<file path="src/rtl/display_refresh_hold.sv">
// display_refresh_hold
//
// Holds a multi-channel snapshot for a slow display consumer. Incoming
// per-channel samples are latched whenever they are qualified. Those latched
// values are copied to the display outputs on one of three events: a
// periodic tick, a tick that sees changed data, or an explicit forced
// update. The copy is then held under a request/acknowledge handshake.
// Ticks that would have produced a snapshot while a request is still
// pending are counted as overruns.
//
// Parameters
//   DW      data width per channel in bits
//   CH      number of independent channels (1..8)
//   PERIOD  tick terminal count; a tick occurs every PERIOD+1 cycles
//
// Ports
//   clk           system clock, rising edge
//   rst           synchronous active-high reset
//   data_in       CH*DW input samples, channel c at [c*DW +: DW]
//   in_valid      per-channel qualifier for data_in
//   mode          00 periodic, 01 on-change, 10/11 freeze
//   force_update  single-cycle request for an immediate snapshot
//   upd_ack       consumer acknowledge of upd_req
//   data_out      held snapshot, same packing as data_in
//   upd_req       high while a snapshot awaits acknowledge
//   ch_valid      per-channel "captured at least once since reset"
//   overrun_cnt   saturating count of ticks dropped while upd_req pending
module display_refresh_hold #(
    parameter int unsigned DW     = 32,
    parameter int unsigned CH     = 2,
    parameter int unsigned PERIOD = 24_999_999
) (
    input  logic             clk,
    input  logic             rst,
    input  logic [CH*DW-1:0] data_in,
    input  logic [CH-1:0]    in_valid,
    input  logic [1:0]       mode,
    input  logic             force_update,
    input  logic             upd_ack,
    output logic [CH*DW-1:0] data_out,
    output logic             upd_req,
    output logic [CH-1:0]    ch_valid,
    output logic [7:0]       overrun_cnt
);

    localparam logic [31:0] TERM = 32'(PERIOD);

    typedef enum logic {
        IDLE = 1'b0,
        REQ  = 1'b1
    } state_t;

    state_t             state;
    logic [31:0]        cnt;
    logic [CH*DW-1:0]   lat;
    logic [CH-1:0]      seen;

    logic               tick;
    logic               differs;
    logic               tick_evt;

    function automatic logic [7:0] sat_inc(input logic [7:0] v);
        return (v == 8'hFF) ? v : v + 8'd1;
    endfunction

    // A tick only matters when the current mode would turn it into a
    // snapshot; the same qualification decides whether it counts as an
    // overrun while a request is pending.
    always_comb begin
        tick     = (cnt == TERM);
        differs  = (lat != data_out);
        tick_evt = tick && ((mode == 2'b00) || ((mode == 2'b01) && differs));
    end

    always_ff @(posedge clk) begin
        if (rst) begin
            state       <= IDLE;
            cnt         <= 32'd0;
            lat         <= '0;
            seen        <= '0;
            data_out    <= '0;
            ch_valid    <= '0;
            upd_req     <= 1'b0;
            overrun_cnt <= 8'd0;
        end else begin
            // Latches update on the same edge a snapshot is taken, so a
            // snapshot always sees the values from before this edge.
            for (int c = 0; c < CH; c++) begin
                if (in_valid[c]) begin
                    lat[c*DW +: DW] <= data_in[c*DW +: DW];
                    seen[c]         <= 1'b1;
                end
            end

            // A forced update that is accepted re-phases the tick so the
            // next periodic refresh is a full period away.
            if ((state == IDLE) && force_update) begin
                cnt <= 32'd0;
            end else if (tick) begin
                cnt <= 32'd0;
            end else begin
                cnt <= cnt + 32'd1;
            end

            if (state == IDLE) begin
                if (force_update || tick_evt) begin
                    data_out <= lat;
                    ch_valid <= seen;
                    upd_req  <= 1'b1;
                    state    <= REQ;
                end
            end else begin
                // force_update is intentionally ignored while pending.
                if (tick_evt) begin
                    overrun_cnt <= sat_inc(overrun_cnt);
                end
                if (upd_ack) begin
                    upd_req <= 1'b0;
                    state   <= IDLE;
                end
            end
        end
    end

endmodule

</file>
<file path="config.mk">
export PLATFORM = sky130hd
export DESIGN_NAME = display_refresh_hold
export DESIGN_NICKNAME = d
export VERILOG_FILES = /design/src/rtl/display_refresh_hold.sv
export SDC_FILE = /design/constraint.sdc
export NUM_CORES = 1
export LEC_CHECK = 0
export CAP_MARGIN = 15
export CORE_UTILIZATION = 57
export CTS_BUF_LIST = sky130_fd_sc_hd__clkbuf_16
export DETAILED_ROUTE_END_ITERATION = 10
export PLACE_DENSITY = 0.84
export SYNTH_ARGS = -nofsm -noshare
export SYNTH_HDL_FRONTEND = slang
export SYNTH_SLANG_ARGS = --single-unit
</file>
<file path="constraint.sdc">
create_clock -name clk -period 6.95 [get_ports clk]
set_clock_uncertainty 0.05 [all_clocks]
set_input_delay 1.39 -clock clk [delete_from_list [all_inputs] [get_ports clk]]
set_output_delay 1.39 -clock clk [all_outputs]
set_load 0.05 [all_outputs]
</file>
==> results.json <==
{
  "status": "finished clean",
  "path_cells": "clkdlybuf4s50_1 > nor4_2 > nor2_1 > a311oi_4 > buf_4 > mux2i_1",
  "clk_root_buffer_cell": "clkbuf_16",
  "nets": 1042,
  "insertion_delay_ns": 0.43,
  "slew_headroom": 0.259,
  "syn_nets": 914,
  "hold_viol_final": 0,
  "overflow": 0,
  "cts_hold_buf": 0,
  "synth_top_area_share": 0.436,
  "cts_resized": 0,
  "cts_max_path_buffers": 2,
  "detail-route-antenna-nets": 0,
  "grt_pass1_vias": 5813,
  "max_cap_violations": 0,
  "holdPathStages": 1,
  "end_kind": "flop",
  "hold_class": "flop to flop",
  "row_count": 42,
  "synth_area_leader_cell": "dfxtp_1",
  "gr-usage-met2": 0.420,
  "multi_input_area_mm2": 0.00426,
  "worst-path-buf-inv": 2,
  "firstDrtPassIters": 8,
  "worst_slew_pin_slew_ns": 1.11,
  "dr_total_vias": 6157,
  "wl_mm": 18.4,
  "post-route-drc-count": 0,
  "slowest_stage": "a311oi_4",
  "fin_tns_setup_ns": 0,
  "met3_usage": 0.0637,
  "path_delay_family": "buffers and inverters",
  "die_width_um": 120,
  "ys.flop_type": "dfxtp_1",
  "maxSlewViolCount": 0,
  "cp_data_arrival_time_ns": 4.44,
  "p_leak_nw": 4.06,
  "num_antenna_cells": 0,
  "finalSetupViolCount": 0,
  "synthDistinctLibCells": 42,
  "grt_max_degree": 126,
  "synth-seq-cells": 174,
  "cts_tree": "done",
  "port_buffers": 146,
  "fmax_ghz": 0.241,
  "numCtsBuffers": 17,
  "critPathMaxStageDelay_ns": 0.88,
  "dieArea_mm2": 0.0145,
  "r2r.worst_path.cells": 7,
  "ys_top_cells_by_count": "dfxtp_1 (174), nand2b_1 (147), mux2i_1 (131), nor2_1 (113), xor2_1 (48)",
  "first_iter_violations": 392,
  "die_height_um": 120,
  "ios": 147,
  "dp_hpwl_mm": 12.9,
  "required_ns": 7.25,
  "crit_cells": 6,
  "synth_edf_count": 0,
  "busiest_layer": "met2",
  "fin_crit_sh": 0.596,
  "path_class": "input port to flop",
  "synth-seq-area-share": 0.436,
  "critPathMaxFanout": 30,
  "synthTopCellsByArea": "dfxtp_1 (44%), mux2i_1 (16%), nand2b_1 (12%), nor2_1 (5.3%), xor2_1 (5.3%)",
  "nFillCells": 1001,
  "cts_setup_buffers": 0,
  "path_clk_slew_ns": 0.06,
  "yosysMostFrequentCell": "dfxtp_1",
  "rsz0062_at_grt": "no",
  "core_area_mm2": 0.0135,
  "met1_usage": 0.345,
  "period_minus_slack_ns": 4.14,
  "vdd_ir_drop_max_mv": 0.156,
  "grt_usage": 0.260,
  "power_density_mw_per_mm2": 232,
  "yosys_warnings": 0,
  "antenna_found_initial": 0,
  "cp-start-kind": "input port",
  "vias_per_cell": 5.32,
  "start_util": 0.594,
  "fin_hold_ws_ns": 0.410,
  "regArea_mm2": 0.00348,
  "synthArstFlopShare": 0,
  "gp_congestion": 0.820,
  "postSynthAreaPerCell_um2": 9.52,
  "drt-wirelength-per-cell_um": 15.9,
  "grt_pass1_wl_mm": 29.2,
  "synth_area_mm2": 0.00799,
  "synthCells": 840,
  "htreeDepth": 4,
  "final_core_util": 0.753,
  "drive_gt1_frac": 0.0530,
  "area_delta_synth_final_pct": 26.7,
  "clkSinkCount": 174
}
## worst register-to-register path, delay by kind of cell, from the launching register on
kind                   cells  cell delay [ns]
AO/OA/AOI/OAI              1             0.88
buffers and inverters      1             0.59
flip-flops                 1             0.40
AND/OR/NAND/NOR            4             1.36
multiplexers               1             0.29
## flip-flops by register name, indices dropped and copies added, names as in the netlist
register,flops
ch_valid,2
cnt,32
data_out,64
lat,64
overrun_cnt,8
seen,2
state,1
upd_req,1
## cell type report
type / count / area share
clock inverters: 15 / 0.0175
multi-input cells: 605 / 0.421
clock buffers: 17 / 0.0420
well taps: 176 / 0.0217
inverters: 19 / 0.00704
repair buffers: 151 / 0.147
flip-flops and latches: 174 / 0.344
## power breakdown
| group | internal, W | switching [W] |
|---|---|---|
| clock network | 0.000593 | 0.000380 |
| logic | 0.000139 | 0.000159 |
| registers | 0.00104 | 0.0000378 |
## path summary, 6_finish.rpt
kind         slack (ns)      endpoint    start
max                2.81  data_out[44]  mode[1]
min                0.41        cnt[0]   cnt[0]
max reg2reg        3.30  data_out[44]  cnt[12]
min reg2reg        0.41        cnt[0]   cnt[0]
## stage by stage
step	worst slack [ns]	instances	total power [W]	cell area (µm²)
after floorplan	3.71	840	0.00128	7990
after global placement	2.47	1125	0.00139	9520
after detailed placement	2.36	1125	0.00139	9520
after CTS	2.81	1157	0.00236	10100
after global routing	2.63	1157	0.00242	10100
final	2.81	1157	0.00235	10100
## metal layers
| layer | part of all wire | routed length, µm | vias up |
|---|---|---|---|
| met5 | 0 | 0 | - |
| met4 | 0.0087 | 161 | 0 |
| met3 | 0.061 | 1120 | 12 |
| met2 | 0.46 | 8580 | 155 |
| met1 | 0.47 | 8590 | 2924 |
| li1 | - | - | 3066 |
## layout by cell type (no fill, tap or decap), types with 17 or more instances in the layout
cell type	synthesis	final
dfxtp_1	174	174
clkbuf_16	0	17
nand2b_1	147	147
xor2_1	48	48
nor2b_1	20	20
nor2_1	113	113
clkdlybuf4s50_1	0	143
nand3_1	17	17
inv_1	19	20
xnor2_1	21	21
mux2i_1	131	131
## cell families after synthesis
group	after synthesis	share of synthesized area
compound gates	31	0.0291
xor+xnor	69	0.0756
fa+ha+maj	2	0.00313
buf+inv	61	0.0337
flops	174	0.436
mux	138	0.174
simple gates	365	0.249
No activity file was read; power rests on OpenSTA's default activity.
==> RTL edit 1: new RTL, config.mk and constraints unchanged <==
Register the input `mode` before use. The logic sees it one clock later. The other inputs are not delayed to match.
--- a/src/rtl/display_refresh_hold.sv
+++ b/src/rtl/display_refresh_hold.sv
@@ -52,2 +52,8 @@
 
+    logic [1:0] mode_q;
+
+    always_ff @(posedge clk) begin
+        mode_q <= mode;
+    end
+
     state_t             state;
@@ -71,3 +77,3 @@
         differs  = (lat != data_out);
-        tick_evt = tick && ((mode == 2'b00) || ((mode == 2'b01) && differs));
+        tick_evt = tick && ((mode_q == 2'b00) || ((mode_q == 2'b01) && differs));
     end
Behaviour: same outputs for any inputs over 4 cycles, from zero or initial values and one cycle with rst high; that may be too few to reach the edited logic, so the function may still have changed.
==> RTL edit 1 against the original RTL <==
Worst setup slack better by 760 ps. Synthesized area down 3.0%. Sequential cell count increased by 2. Worst hold slack got worse by 3.1 ps. Design area is 3.7% lower. Routed wire length is 15% higher. Power decreased by 3.9%.
==> RTL edit 1: results (changes against the original RTL) <==
Routing
  – Wire per inst: 19.2 µm (was 15.9 µm)
  – Drt pass-1 iters: 6 (was 8)
  – Routed wl met2: 10400 µm (was 8580 µm)
  – DRT iter0 DRCs: 452 (was 392)
  – Vias per std cell: 5.99 (was 5.32)
  – Top Metal Used: met4 (unchanged)
  – Metal3 WL: 1440 µm (was 1120 µm)
  – Wl on met1: 8980 µm (was 8590 µm)
  – Detailed-route via count: 6623 (was 6157)

CTS
  – Longest Clk Path Bufs: 2 (unchanged)
  – Clock slew at reported path FFs: 70 ps
  – CTS root buf: clkbuf_16 (unchanged)
  – CTS H-tree lvls: 4 (unchanged)
  – Number of buffers created by CTS: 17 (unchanged)
  – Post-CTS setup buffers: 0 (unchanged)

Cells and area
  – Layout cells sized above 1: 0.0527 (was 0.0530)
  – Nets@finish: 991 (was 1042)
  – ANT cells: 0 (unchanged)

GRT
  – Tot GR Track Use: 0.307 (was 0.260)
  – Met2 Usage GRT: 0.521 (was 0.420)
  – Met1 track demand over resource: 0.378 (was 0.345)
  – GR Util met3: 0.0806 (was 0.0637)
  – Largest net degree at the start of global routing: 85 (was 126)
  – Initial antenna violation count: 0 (unchanged)
  – First-pass GRT wire length: 33800 µm (was 29200 µm)
  – Vias in the first global route: 6480 (was 5813)

Place
  – Post-detail-place hpwl: 14300 µm (was 12900 µm)
  – Dpl cells: 1074 (was 1125)
  – Port Buffers: 146 (unchanged)
  – Final Wtd Congestion: 0.896 (was 0.820)

Outcome
  – Status: complete, no violations (unchanged)

Min path
  – Min-Delay Path Class: reg -> reg (unchanged)

Logic synthesis
  – Warnings from Yosys: 0 (unchanged)
  – Top post-synthesis cells by count: dfxtp_1 (176), nor2_1 (118), and3_1 (74), a32o_1 (66), mux2i_1 (65) (was dfxtp_1 (174), nand2b_1 (147), mux2i_1 (131), nor2_1 (113), xor2_1 (48))
  – Post-synth ARST share: 0 (unchanged)
  – Synthesized area per cell: 9.65 µm² (was 9.52 µm²)
  – Distinct cells, synth: 41 (was 42)
  – Syn Nets: 878 (was 914)
  – Post-synthesis compound-gate area fraction: 0.102 (was 0.0291)
  – Dominant cell type by area after synthesis: dfxtp_1 (unchanged)
  – Seq/Total Area, Yosys: 0.454 (was 0.436)
  – Post-synthesis xor/xnor area fraction: 0.0892 (was 0.0756)
  – Top post-synthesis cells by area: dfxtp_1 (45%), a32o_1 (8.5%), mux2i_1 (8.4%), xor2_1 (7.0%), and3_1 (6.0%) (was dfxtp_1 (44%), mux2i_1 (16%), nand2b_1 (12%), nor2_1 (5.3%), xor2_1 (5.3%))
  – Post-synthesis mux area share: 0.0940 (was 0.174)
  – Synth Area in Adders: 0.00323 (was 0.00313)

Setup path
  – R2R setup slack: 3570 ps (was 3300 ps)
  – Largest fanout on the critical path: 67 (was 30)
  – Critical path arrival: 3690 ps (was 4440 ps)

Power and ir drop
  – Pleak: 4.13 nW (was 4.06 nW)
  – Worst VDD drop: 0.196 mV (was 0.156 mV)

STA
  – Slew headroom: 0.258 (was 0.259)
RTL edit 1: where the power goes:
part | internal [W] | switching, W | total (W)
combinational | 0.000125 | 0.000177 | 0.000302
sequential | 0.00105 | 0.0000365 | 0.00108
clock | 0.000482 | 0.000387 | 0.000869
total | 0.00165 | 0.000600 | 0.00226
RTL edit 1: worst paths after layout:
path,start,endpoint,cells after the start
max reg2reg,data_out[26],data_out[56],7
min,upd_req,upd_req,2
max,data_out[26],data_out[56],7
min reg2reg,upd_req,upd_req,2
RTL edit 1: area by class of cell:
cell class,count,area [µm²]
sequential,176,3520
clock inverter,14,98.8
multi-input combinational,559,3960
fill,963,3490
clock buffer,17,425
timing repair buffer,151,1480
tap,176,220
inverter,12,46.3
RTL edit 1: worst max-delay path, stage by stage (launching register included):
cell and delay [ps]:
dfxtp_1 340, xor2_1 220, nor4_1 660, nand4_1 190, nor3_2 620, a311o_2 300
buf_4 610, a32o_1 290
RTL edit 1: cell families after synthesis:
| logic type | count (synthesis) |
|---|---|
| mux | 72 |
| compound gates | 83 |
| buf+inv | 69 |
| fa+ha+maj | 2 |
| flops | 176 |
| simple gates | 323 |
| xor+xnor | 79 |
RTL edit 1: per-stage QoR:
| stage | hold slack [ps] | total power (W) | cell area (µm²) | worst slack, ps | util |
|---|---|---|---|---|---|
| final | 407 | 0.00226 | 9750 | 3570 | 0.736 |
| after global routing | 427 | 0.00233 | 9750 | 3510 | 0.736 |
| after CTS | 407 | 0.00226 | 9750 | 3630 | 0.736 |
| after detailed placement | 398 | 0.00140 | 9230 | 3530 | 0.697 |
| after global placement | 391 | 0.00140 | 9230 | 3590 | 0.697 |
| after floorplan | 380 | 0.00129 | 7760 | 4350 | - |
==> RTL edit 2: new RTL, same flow settings <==
Made on the original files. Set the parameter `DW` to 48 (it was 32).
--- a/src/rtl/display_refresh_hold.sv
+++ b/src/rtl/display_refresh_hold.sv
@@ -28,3 +28,3 @@
 module display_refresh_hold #(
-    parameter int unsigned DW     = 32,
+    parameter int unsigned DW     = 48,
     parameter int unsigned CH     = 2,
Ports: changed (resized data_in and data_out); port bits go from 147 to 211. No check against the original RTL was run, so the function may have changed too.
==> RTL edit 2 against the original RTL <==
Sequential cell count increased by 64. Power increased by 30%. Register-to-register slack improved by 200 ps. Worst setup slack improved by 390 ps. Combinational power increased by 41%. Design area increased by 27%. Routed wire length increased by 43%. Worst hold slack improved by 12 ps. Synthesized cell count increased by 25%. Synthesized area increased by 26%. Sequential share of layout area increased by 2.5 points. Die area increased by 25%.
==> RTL edit 2: results (changes against the original RTL) <==
Power and ir drop
  – Clk pwr: 0.00116 W (was 0.000974 W)
  – Clock power share: 0.379 (was 0.415)
  – Worst VDD drop: 0.209 mV (was 0.156 mV)
  – Pleak: 5.20 nW (was 4.06 nW)
  – Flop pwr share: 0.483 (was 0.458)
  – Switching Fraction: 0.263 (was 0.246)

Logic synthesis
  – Post-synthesis compound-gate area fraction: 0.0478 (was 0.0291)
  – Syn Nets: 1160 (was 914)
  – Post-synthesis mux area share: 0.193 (was 0.174)
  – Distinct cells, synth: 44 (was 42)
  – Post-synth ARST share: 0 (unchanged)
  – Top post-synthesis cells by area: dfxtp_1 (47%), mux2i_1 (19%), nor2_1 (8.8%), xnor2_1 (3.4%), xor2_1 (2.8%) (was dfxtp_1 (44%), mux2i_1 (16%), nand2b_1 (12%), nor2_1 (5.3%), xor2_1 (5.3%))
  – Synth Area in Adders: 0.00249 (was 0.00313)
  – Seq/Total Area, Yosys: 0.474 (was 0.436)

GRT
  – Vias in the first global route: 7872 (was 5813)
  – Initial antenna violation count: 1 (was 0)
  – Tot GR Track Use: 0.290 (was 0.260)
  – First-pass GRT wire length: 41300 µm (was 29200 µm)
  – Met2 Usage GRT: 0.472 (was 0.420)
  – Largest net degree at the start of global routing: 140 (was 126)

STA
  – Slew headroom: 0.326 (was 0.259)
  – Hold slack: 422 ps (was 410 ps)

Place
  – Post-detail-place hpwl: 18200 µm (was 12900 µm)
  – Final Wtd Congestion: 0.860 (was 0.820)
  – DP Area: 12200 µm² (was 9520 µm²)
  – Port Buffers: 210 (was 146)

Setup path
  – Reg2reg end: data_out[32] (was data_out[44])
  – Crit-path slowest cell: or4_1 (was a311oi_4)
  – Reg2reg path depth: 8 (was 7)
  – Slowest stage delay, CP: 780 ps (was 880 ps)
  – R2R setup slack: 3500 ps (was 3300 ps)
  – Critical path arrival: 4070 ps (was 4440 ps)
  – Reg2reg start: cnt[9] (was cnt[12])
  – Largest fanout on the critical path: 99 (was 30)

CTS
  – Number of buffers created by CTS: 25 (was 17)
  – Skew-Pair Late Insertion Delay: 520 ps (was 430 ps)

Routing
  – Vias per std cell: 5.52 (was 5.32)
  – DRT iter0 DRCs: 455 (was 392)
  – Drt pass-1 iters: 4 (was 8)
  – Final wirelength: 26500 µm (was 18400 µm)
  – Metal3 WL: 1580 µm (was 1120 µm)

Cells and area
  – Layout cells sized above 1: 0.0328 (was 0.0530)
  – Regs by FF count: data_out: 96 flops, lat: 96 flops, cnt: 32 flops (was data_out: 64 flops, lat: 64 flops, cnt: 32 flops)
  – Nets@finish: 1345 (was 1042)

Outcome
  – Status: complete, no violations (unchanged)
==> RTL edit 2: worst max-delay path by stage <==
stage                     slack (ps)      endpoint  startpoint  cells after the start
after detailed placement        2700  data_out[32]     mode[1]                      7
after floorplan                 3730  data_out[48]     mode[1]                      9
after CTS                       3240  data_out[32]     mode[1]                      7
after global placement          2780  data_out[31]     mode[1]                      7
final                           3190  data_out[32]     mode[1]                      7
after global routing            3090  data_out[32]     mode[1]                      7
==> RTL edit 2: per-stage QoR <==
step	utilization	setup slack, ps	std cells
2_1_floorplan	-	3730	1054
3_3_place_gp	0.709	2780	1436
3_5_place_dp	0.709	2700	1436
4_1_cts	0.748	3240	1475
5_1_grt	0.749	3090	1477
6_report	0.749	3190	1477
==> RTL edit 2: final cells by class <==
type                    instances  area [µm²]
fillers                      1268        4330
multi-input cells             721        4890
clock buffers                  25         626
diodes                          1        2.50
clock inverters                14        56.3
flip-flops and latches        238        4760
inverters                      37         139
repair buffers                216        2150
well taps                     225         282
